$ cat config.mk
export PLATFORM = sky130hd
export DESIGN_NAME = regfile_sequencer
export DESIGN_NICKNAME = d
export VERILOG_FILES = /design/src/rtl/rf_ctrl_pkg.sv /design/src/rtl/rf_sel_decoder.sv /design/src/rtl/regfile_sequencer.sv
export SDC_FILE = /design/constraint.sdc
export NUM_CORES = 1
export LEC_CHECK = 0
export ABC_AREA = 1
export ABC_CLOCK_PERIOD_IN_PS = 1700
export BUFFER_PORTS_ARGS = -buffer_cell sky130_fd_sc_hd__buf_4
export CORE_UTILIZATION = 40
export DETAILED_ROUTE_END_ITERATION = 10
export GPL_ROUTABILITY_DRIVEN = 0
export RECOVER_POWER = 25
export SLEW_MARGIN = 15
export SYNTH_ARGS = -nofsm -noshare
export SYNTH_HDL_FRONTEND = slang
export SYNTH_SLANG_ARGS = --single-unit
$ cat constraint.sdc
create_clock -name clk -period 1.7 [get_ports clk]
set_clock_uncertainty 0.1 [all_clocks]
set_input_delay 0.34 -clock clk [delete_from_list [all_inputs] [get_ports clk]]
set_output_delay 0.34 -clock clk [all_outputs]
set_load 0.03 [all_outputs]
$ cat src/rtl/rf_ctrl_pkg.sv
// Shared op/FunSel codes, register codes, FSM states and select decode for the register-file sequencer.
// Register codes 0-3 select T1-T4 and 4-7 select R1-R4; the lowest code of each bank maps to select bit 3.
package rf_ctrl_pkg;

  localparam logic [2:0] OP_CLR  = 3'b000;
  localparam logic [2:0] OP_LOAD = 3'b001;
  localparam logic [2:0] OP_DEC  = 3'b010;
  localparam logic [2:0] OP_INC  = 3'b011;
  localparam logic [2:0] OP_COPY = 3'b100;
  localparam logic [2:0] OP_READ = 3'b101;
  localparam logic [2:0] OP_INCN = 3'b110;
  localparam logic [2:0] OP_DECN = 3'b111;

  localparam logic [1:0] FS_CLR  = 2'b00;
  localparam logic [1:0] FS_LOAD = 2'b01;
  localparam logic [1:0] FS_DEC  = 2'b10;
  localparam logic [1:0] FS_INC  = 2'b11;

  localparam logic [2:0] CODE_T1 = 3'd0;
  localparam logic [2:0] CODE_T2 = 3'd1;
  localparam logic [2:0] CODE_T3 = 3'd2;
  localparam logic [2:0] CODE_T4 = 3'd3;
  localparam logic [2:0] CODE_R1 = 3'd4;
  localparam logic [2:0] CODE_R2 = 3'd5;
  localparam logic [2:0] CODE_R3 = 3'd6;
  localparam logic [2:0] CODE_R4 = 3'd7;

  typedef enum logic [2:0] {IDLE, EXEC, REPEAT, FETCH, WRITE, CAPT} state_t;

  typedef struct packed {
    logic [2:0] op;
    logic [2:0] dst;
  } cmd_t;

  // Returns {RSel, TSel} with exactly one bit set.
  function automatic logic [7:0] code_to_sel(input logic [2:0] code);
    logic [3:0] onehot;
    onehot = 4'b1000 >> code[1:0];
    return code[2] ? {onehot, 4'b0000} : {4'b0000, onehot};
  endfunction

endpackage

$ cat src/rtl/rf_sel_decoder.sv
// Register code to RSel/TSel one-hot decode, combinational; all-zero when disabled.
module rf_sel_decoder
  import rf_ctrl_pkg::*;
(
  input  logic [2:0] code,
  input  logic       en,
  output logic [3:0] rsel,
  output logic [3:0] tsel
);

  assign {rsel, tsel} = en ? code_to_sel(code) : 8'h00;

endmodule

$ cat src/rtl/regfile_sequencer.sv
// Turns register commands into per-cycle register-file control words; 2-3 cycles per op, cnt+1 for repeats.
// Accepts only in IDLE (cmd_ready); READ responses are single-cycle pulses with no backpressure.
module regfile_sequencer
  import rf_ctrl_pkg::*;
(
  input  logic       clk,
  input  logic       rst_n,
  input  logic       cmd_valid,
  output logic       cmd_ready,
  input  logic [2:0] cmd_op,
  input  logic [2:0] cmd_dst,
  input  logic [2:0] cmd_src,
  input  logic [7:0] cmd_imm,
  input  logic [3:0] cmd_cnt,
  output logic [7:0] rf_I,
  output logic [1:0] rf_FunSel,
  output logic [3:0] rf_RSel,
  output logic [3:0] rf_TSel,
  output logic [2:0] rf_O1Sel,
  output logic [2:0] rf_O2Sel,
  input  logic [7:0] rf_O1,
  input  logic [2:0] mon_sel,
  output logic       rsp_valid,
  output logic [7:0] rsp_data
);

  state_t     state;
  cmd_t       cmd_q;
  logic [3:0] rep_cnt;
  logic [7:0] i_q;
  logic [2:0] dec_code;
  logic       dec_en;
  logic [3:0] dec_rsel;
  logic [3:0] dec_tsel;
  logic       accept;
  logic       done;

  assign accept = cmd_valid && cmd_ready;

  // While idle the incoming command is decoded; afterwards the latched destination.
  assign dec_code = cmd_ready ? cmd_dst : cmd_q.dst;
  assign dec_en   = !(cmd_ready && (cmd_op[2:1] == 2'b11) && (cmd_cnt == 4'd0));

  rf_sel_decoder u_dst_dec (
    .code (dec_code),
    .en   (dec_en),
    .rsel (dec_rsel),
    .tsel (dec_tsel)
  );

  assign done = (state == EXEC) || (state == WRITE) || (state == CAPT) ||
                ((state == REPEAT) && (rep_cnt == 4'd0));

  // WRITE forwards the registered O1 readback straight into the data bus.
  assign rf_I     = (state == WRITE) ? rf_O1 : i_q;
  assign rf_O2Sel = mon_sel;

  always_ff @(posedge clk or negedge rst_n) begin
    if (!rst_n) begin
      state     <= IDLE;
      cmd_q     <= '0;
      rep_cnt   <= 4'd0;
      i_q       <= 8'h00;
      cmd_ready <= 1'b1;
      rf_FunSel <= FS_CLR;
      rf_RSel   <= 4'b0000;
      rf_TSel   <= 4'b0000;
      rf_O1Sel  <= 3'b000;
      rsp_valid <= 1'b0;
      rsp_data  <= 8'h00;
    end else begin
      rsp_valid <= 1'b0;
      case (state)
        IDLE: begin
          if (accept) begin
            cmd_q     <= '{op: cmd_op, dst: cmd_dst};
            cmd_ready <= 1'b0;
            case (cmd_op)
              OP_COPY, OP_READ: begin
                state    <= FETCH;
                rf_O1Sel <= cmd_src;
              end
              OP_INCN, OP_DECN: begin
                rf_RSel <= dec_rsel;
                rf_TSel <= dec_tsel;
                if (cmd_cnt == 4'd0) begin
                  state     <= EXEC;
                  rf_FunSel <= FS_CLR;
                end else begin
                  state     <= REPEAT;
                  rep_cnt   <= cmd_cnt - 4'd1;
                  rf_FunSel <= (cmd_op == OP_INCN) ? FS_INC : FS_DEC;
                end
              end
              default: begin
                state     <= EXEC;
                rf_FunSel <= cmd_op[1:0];
                rf_RSel   <= dec_rsel;
                rf_TSel   <= dec_tsel;
                i_q       <= (cmd_op == OP_LOAD) ? cmd_imm : 8'h00;
              end
            endcase
          end
        end
        REPEAT: begin
          if (rep_cnt != 4'd0) begin
            rep_cnt <= rep_cnt - 4'd1;
          end
        end
        FETCH: begin
          if (cmd_q.op == OP_COPY) begin
            state     <= WRITE;
            rf_FunSel <= FS_LOAD;
            rf_RSel   <= dec_rsel;
            rf_TSel   <= dec_tsel;
          end else begin
            state <= CAPT;
          end
        end
        CAPT: begin
          rsp_data  <= rf_O1;
          rsp_valid <= 1'b1;
        end
        EXEC, WRITE: ;
        default: state <= IDLE;
      endcase

      if (done) begin
        state     <= IDLE;
        cmd_ready <= 1'b1;
        rf_FunSel <= FS_CLR;
        rf_RSel   <= 4'b0000;
        rf_TSel   <= 4'b0000;
        i_q       <= 8'h00;
      end
    end
  end

endmodule

==> results.md, run 1 <==
• finished with violations — outcome
• negative setup slack — violated checks
• 0.111 — Compound-Gate Fraction of Synth Area
• 0.354 — share of layout cells above drive strength 1
• 9000 um — first-pass GRT wire length
• 114 ps — Post-Place Worst Slack
• 76.8 um — die height
• sky130_fd_sc_hd__clkbuf_8 — clock tree root driver cell
• 3200 sq um — total non-filler cell area in the finished layout
• 0.427 — initial core utilization
• 76.8 um — Die Wd
• 0 — final hold violation count
• sky130_fd_sc_hd__dfrtp_1 — cell type with the highest aggregate area in the netlist
• 8 — CP max FO
• 2240 sq um — Cell Area, Synth
• 44 — number of flip-flops and latches in the synthesized netlist
• 2 — maximum root-to-sink buffer count
• 0.000933 V — Max VDD drop
• 0 — number of remaining DRC errors
• 0.00391 — fraction of synthesized cell area in xor and xnor cells
• 4 — drt pass-1 iters
• 5900 sq um — Die Outline Area
• input port to flip-flop — Hold Crit Class
• 0.00559 — share of synthesized cell area in full adder, half adder and majority cells
• 42.9% — area growth from synthesis to layout
• 0.359 — Slew HR
• 1260 ps — endpoint required time on the critical path
• 2810 sq um — area after detailed placement
• 0 — fraction of synthesized area in multiplexers
• 62 — count of input and output buffers
• 69 — number of top-level pins
• 27 — count of unique library cells instantiated by Yosys
• 0.481 — share of the synthesized area in the top cell type
• 0.193 — GRT Overall Usage
• 56 — DR iter-0 viols
• 333 — nets in the synthesized netlist
• 8 — Setup Viol. Count Final
• true — setup repair after global routing missed its margin
• 0 — initial antenna violation count
• sky130_fd_sc_hd__dfrtp_1, sky130_fd_sc_hd__nand2_1, sky130_fd_sc_hd__o21ai_0, sky130_fd_sc_hd__inv_1, sky130_fd_sc_hd__nand3_1 — largest cells by area after synthesis
• 3720 um — HPWL after DPL
• 1820 ps — min Tclk post-route
• 2129 — vias post-DR
• 44 — CTS Sinks
• 0 — max-cap check violation count
• 549 MHz — maximum achievable frequency
• 1800 nW/um^2 — power density over the cells
• built — clock tree from TritonCTS
• flip-flop — kind of launch point of the worst setup path
• 961 ps — Slew @ Worst Pin
• 0 — antenna-violating nets left
• 5550 um — total wirelength of the detailed-routed design
• 0 — number of warnings printed during yosys synthesis
• 0 — leftover overflow at the end of global routing
• sky130_fd_sc_hd__nand2_1 — most common cell after layout, fill and taps aside
• 413 — number of nets in the final layout
• 0 — n_diodes
• 0.492 — fraction of the yosys area taken by sequential cells
• -123 ps — setup ws final
• 1380 ps — critical path arrival
• 297 — instance count of the mapped netlist
• 300 ps — Skew-Pair Late Insertion Delay
• 4.75 — per-cell via count in the routed design
• primary output — Setup crit end kind
• 12.4 um — wire length per cell
• 45 — pin count of the biggest net entering global routing
• 1.65 nW — Leak
• 448 — Final Instance Count excl. Fillers
• 430 — number of cells in the design after placement
• flip-flop to primary output — critical path type
• 2 — number of H-tree branching levels
• 5240 sq um — Core Area
• 26 — Site Rows
• 80 ps — clock transition at the registers of the reported paths
• sky130_fd_sc_hd__nand2_1, sky130_fd_sc_hd__buf_4, sky130_fd_sc_hd__dfrtp_1 — commonest non-fill, non-tap cells in the layout
• 1.07 — final worst path period share
• 0.300 — fraction of the mapped netlist area in simple logic gates
• 7.54 sq um — average cell area after synthesis
• simple AND/OR/NAND/NOR gates — main combinational cell family by area after synthesis
• 2008 — via count of the first global-routing pass
• 5 — Inserted Clock Buffers
• 0 — Final Max Tran Viols
## routing by layer
layer | track usage | routed length, um
met3 | 0.0536 | 255
met4 | 0.0788 | 126
met2 | 0.312 | 2650
met1 | 0.242 | 2520
met5 | 0 | 0
## synthesized netlist by cell type, drive strengths merged
master,number
nor3,3
o21ai,38
nor2,22
clkbuf,1
buf,7
xor2,1
nand4,2
ha,1
nand2,106
o21a,1
dfrtp,43
a21oi,10
nand3,23
inv,36
dfstp,1
clkinv,2
## final timing paths
kind	cells after the start	from	slack, ps	end
min reg2reg	2	cmd_q[1]	380	cmd_q[1]
max	6	state[0]	-120	rf_I[2]
min in group asynchronous	2	rst_n	630	rf_O1Sel[0]
max reg2reg	11	state[1]	40	rf_RSel[2]
min	3	cmd_dst[0]	150	cmd_q[0]
max in group asynchronous	2	rst_n	260	rep_cnt[2]
## cells by family after synthesis
group                      after synthesis
adders and majority gates                1
AOI/OAI and AO/OA                       49
DFF                                     44
xor gates and xnor gates                 1
and+or+nand+nor                        156
buffers and inverters                   46
## registers in the layout, indices dropped and copies added, names as in the netlist
name and flops:
state 3, i_q 8, rf_TSel 4, rf_RSel 4, rsp_data 8, cmd_ready 1, rf_O1Sel 3, rep_cnt 4
rsp_valid 1, rf_FunSel 2, cmd_q 6
## repair_timing
action / 4_1_cts / 5_1_grt
pin swaps: 2 / 10
gates resized for setup: 21 / 37
endpoints found under the setup margin: 8 / 35
hold endpoints to repair: 43 / 0
setup buffers: 5 / 4
hold buffers: 1 / 0
cloned: 1 / 1
## stage by stage
step	util	total power [mW]	setup TNS, ps	hold slack, ps
final	0.611	5.76	-878	148
after global placement	0.536	4.38	0	276
after CTS	0.583	5.47	-604	140
after detailed placement	0.536	4.41	0	277
after floorplan	-	3.54	-1130	-55.6
after global routing	0.611	6.18	-2370	144
## where the power goes
group          internal (mW)  switching (mW)
sequential              1.46           0.249
combinational           1.18            2.00
clock                  0.518           0.351
## cell type report
class | count | area [sq um]
Multi-Input combinational cell | 208 | 1080
Clock buffer | 7 | 96.3
Tap cell | 70 | 87.6
Sequential cell | 44 | 1100
Fill cell | 478 | 2040
Timing Repair Buffer | 80 | 646
Clock inverter | 1 | 30.0
Inverter | 38 | 151
## worst max-delay path, stage by stage (launching register included)
cell and delay, ps:
sky130_fd_sc_hd__dfrtp_1 390, sky130_fd_sc_hd__nor2_2 160, sky130_fd_sc_hd__nand2_2 100, sky130_fd_sc_hd__buf_8 160, sky130_fd_sc_hd__nand2_2 80, sky130_fd_sc_hd__o21ai_4 60, sky130_fd_sc_hd__buf_6 130
Power figures use the tool's default switching activity.
==> run 2: changes to the inputs <==
--- a/config.mk
+++ b/config.mk
@@ -5,7 +5,6 @@
 export SDC_FILE = /design/constraint.sdc
 export NUM_CORES = 1
 export LEC_CHECK = 0
-export ABC_AREA = 1
 export ABC_CLOCK_PERIOD_IN_PS = 1700
 export BUFFER_PORTS_ARGS = -buffer_cell sky130_fd_sc_hd__buf_4
 export CORE_UTILIZATION = 40
==> run 2 against run 1 <==
Net effect:
- the run still ends with negative setup slack left
- design area increased by 5.9%
- global-route usage increased by 1.5 points
- clock power decreased by 20%
- first-iteration DRC count increased by 84%
- critical endpoint is now rf_I[5]
- largest cell class is now multi-input gates
- highest routed layer unchanged
==> results.md, run 2 <==
• 263 — nets in the synthesized netlist, -21%
• 140 ps — Worst Hold Margin, -8.07 ps
• 1000 ps — Slew @ Worst Pin, +38.5 ps
• 0.487 — fraction of the yosys area taken by sequential cells, -0.00518
• 1.61 nW — Leak, -2.8%
• 464 — number of fill cells, -2.9%
• 8 — CP max FO, unchanged
• 402 — Final Instance Count excl. Fillers, -10%
• 1700 nW/um^2 — power density over the cells, -5.7%
• 0 — final hold violation count, unchanged
• -160 ps — Post-Place Worst Slack, -274 ps
• flip-flop — kind of launch point of the worst setup path
• 27 — Site Rows, +3.8%
• sky130_fd_sc_hd__dfrtp_1 — Main synth FF type
• 45 — pin count of the biggest net entering global routing, unchanged
• 1560 ps — critical path arrival, +180 ps
• 365 — number of nets in the final layout, -12%
• 33 — Setup Viol. Count Final, +25
• 9780 um — first-pass GRT wire length, +8.7%
• 227 — instance count of the mapped netlist, -24%
• sky130_fd_sc_hd__buf_4 — most common cell after layout, fill and taps aside
• 4170 um — HPWL after DPL, +12%
• 3020 sq um — area after detailed placement, +7.6%
• 2080 — vias post-DR, -2.3%
• 2260 sq um — Cell Area, Synth, +1.1%
• 9.97 sq um — average cell area after synthesis, +32%
• 1.18 — final worst path period share, +0.105
• 0 — number of remaining DRC errors, unchanged
• 300 ps — Skew-Pair Late Insertion Delay, about the same
• 5920 um — total wirelength of the detailed-routed design, +6.6%
• 5 — Inserted Clock Buffers, unchanged
• 69 — number of top-level pins, unchanged
• 2 — number of H-tree branching levels, unchanged
• sky130_fd_sc_hd__dfrtp_1, sky130_fd_sc_hd__nand2_1, sky130_fd_sc_hd__mux2_2, sky130_fd_sc_hd__a32o_1, sky130_fd_sc_hd__o21ai_0 — largest cells by area after synthesis
• 103 — DR iter-0 viols, +84%
• true — setup repair after global routing missed its margin
• 5960 sq um — Die Outline Area, +1.0%
• -300 ps — setup ws final, -178 ps
• 0.207 — GRT Overall Usage, +0.0148
• -6230 ps — total negative slack for setup checks, -5350 ps
• 0 — max-cap check violation count, unchanged
• negative setup slack — violated checks
• 2 — maximum root-to-sink buffer count, unchanged
• 5470 sq um — Core Area, +4.5%
• 0 — antenna-violating nets left, unchanged
• 77.2 um — die height, +0.51%
• 0.000847 V — Max VDD drop, -9.3%
• 0 — number of warnings printed during yosys synthesis, unchanged
• 0 — leftover overflow at the end of global routing, unchanged
• 48 — count of unique library cells instantiated by Yosys, +78%
• 80 ps — clock transition at the registers of the reported paths, about the same
• 500 MHz — maximum achievable frequency, -8.9%
• 44 — CTS Sinks, unchanged
• 5.17 — per-cell via count in the routed design, +8.9%
• 77.2 um — Die Wd, +0.51%
• 0.413 — initial core utilization, -0.0140
• primary output — Setup crit end kind
• sky130_fd_sc_hd__dfrtp_1 — cell type with the highest aggregate area in the netlist
• flip-flop to primary output — critical path type
• 49.7% — area growth from synthesis to layout
• 1.00 — share of synthesized registers carrying an async set or reset, unchanged
• sky130_fd_sc_hd__clkbuf_8 — clock tree root driver cell
• 44 — number of flip-flops and latches in the synthesized netlist, unchanged
• 1989 — via count of the first global-routing pass, -0.95%
• sky130_fd_sc_hd__buf_4, sky130_fd_sc_hd__nand2_1, sky130_fd_sc_hd__dfrtp_1 — commonest non-fill, non-tap cells in the layout
• 62 — count of input and output buffers, unchanged
• 2000 ps — min Tclk post-route, +178 ps
• 14.7 um — wire length per cell, +19%
• built — clock tree from TritonCTS
• 4 — drt pass-1 iters, unchanged
• i_q: 8 flops, rsp_data: 8 flops, cmd_q: 6 flops — registers with the most flip-flops
• 1260 ps — endpoint required time on the critical path, about the same
• input port to flip-flop — Hold Crit Class
• 0 — initial antenna violation count, unchanged
• finished with violations — outcome
• 0.482 — share of layout cells above drive strength 1, +0.127
• 0 — Final Max Tran Viols, unchanged
• 0 — number of synthesized flops with an enable pin, unchanged
• 0.333 — Slew HR, -0.0256
• sky130_fd_sc_hd__dfrtp_1, sky130_fd_sc_hd__nand2_1, sky130_fd_sc_hd__mux2_2, sky130_fd_sc_hd__o21ai_0, sky130_fd_sc_hd__a21oi_1 — commonest cells in the synthesized netlist
• 3390 sq um — total non-filler cell area in the finished layout, +5.9%
• 0 — n_diodes, unchanged
• 381 — number of cells in the design after placement, -11%
• 0.476 — share of the synthesized area in the top cell type, -0.00505
-- run 2: changes by cell type in the layout (fill, tap and decap cells not counted), moves of 9 or more --
cell / change
sky130_fd_sc_hd__nand3_1: -12
sky130_fd_sc_hd__nand2_2: -13
sky130_fd_sc_hd__buf_4: +23
sky130_fd_sc_hd__inv_1: -23
sky130_fd_sc_hd__o21ai_1: -9
sky130_fd_sc_hd__mux2_4: +13
sky130_fd_sc_hd__nand2_1: -47
-- run 2: power by group --
group	internal, mW	total (mW)	switching [mW]	leakage, nW
registers	1.44	1.69	0.244	0.544
logic	1.63	3.37	1.73	1.02
clock network	0.331	0.696	0.365	0.0445
total	3.41	5.75	2.34	1.61
-- run 2: cell type report --
class | instances | area, sq um | share of cell area
Timing Repair Buffer | 107 | 871 | 0.257
Clock inverter | 1 | 7.51 | 0.00222
Clock buffer | 7 | 86.3 | 0.0255
Tap cell | 72 | 90.1 | 0.0266
Sequential cell | 44 | 1100 | 0.326
Inverter | 8 | 30.0 | 0.00887
Multi-Input combinational cell | 163 | 1200 | 0.354
-- run 2: worst paths after layout --
path	startpoint	to	slack, ps	depth (start not counted)
worst max-delay path	state[1]	rf_I[5]	-300	4
worst min-delay path	rf_O1[0]	rsp_data[0]	140	3
worst max register to register	state[2]	rf_TSel[1]	-240	7
worst min register to register	cmd_q[3]	cmd_q[3]	370	2
max in group asynchronous	rst_n	state[2]	160	2
min in group asynchronous	rst_n	rsp_data[0]	630	2
-- run 2: metrics by stage --
stage                     utilization  total power [mW]
after floorplan                     -              3.57
after global placement          0.552              4.61
after detailed placement        0.552              4.65
after CTS                       0.602              5.62
after global routing            0.619              6.11
final                           0.619              5.75
-- run 2: kinds of logic (layout without fill, tap and decap cells) --
kind of cell             after synthesis  in the layout  synth area share
AO/OA/AOI/OAI                         54             54             0.163
adder cells (fa/ha/maj)                1              1           0.00553
buffers and inverters                 21            123            0.0481
flip-flops                            44             44             0.487
multiplexers                          17             17            0.0868
AND/OR/NAND/NOR                       90             91             0.209
-- run 2: per-layer routing --
layer  global-route usage  up-vias  wire, um
met3               0.0310       11       220
met4               0.0755        0       125
li1                     -     1021         -
met1                0.276      996      2730
met5                    0        -         0
met2                0.341       52      2840
-- run 2: critical path, stage by stage (launching register included) --
cell                      delay, ps
sky130_fd_sc_hd__dfrtp_1        410
sky130_fd_sc_hd__nor3b_2        210
sky130_fd_sc_hd__buf_6          190
sky130_fd_sc_hd__mux2_4         320
sky130_fd_sc_hd__buf_6          140
-- run 2: timing repair --
item                                    4_1_cts  5_1_grt
gates cloned                                  1        0
hold buffers                                  1        0
resized for setup                            30       15
endpoints found under the setup margin       34       40
buffers inserted                              7        6
hold endpoints to repair                     43        0
pin swaps                                    10        6
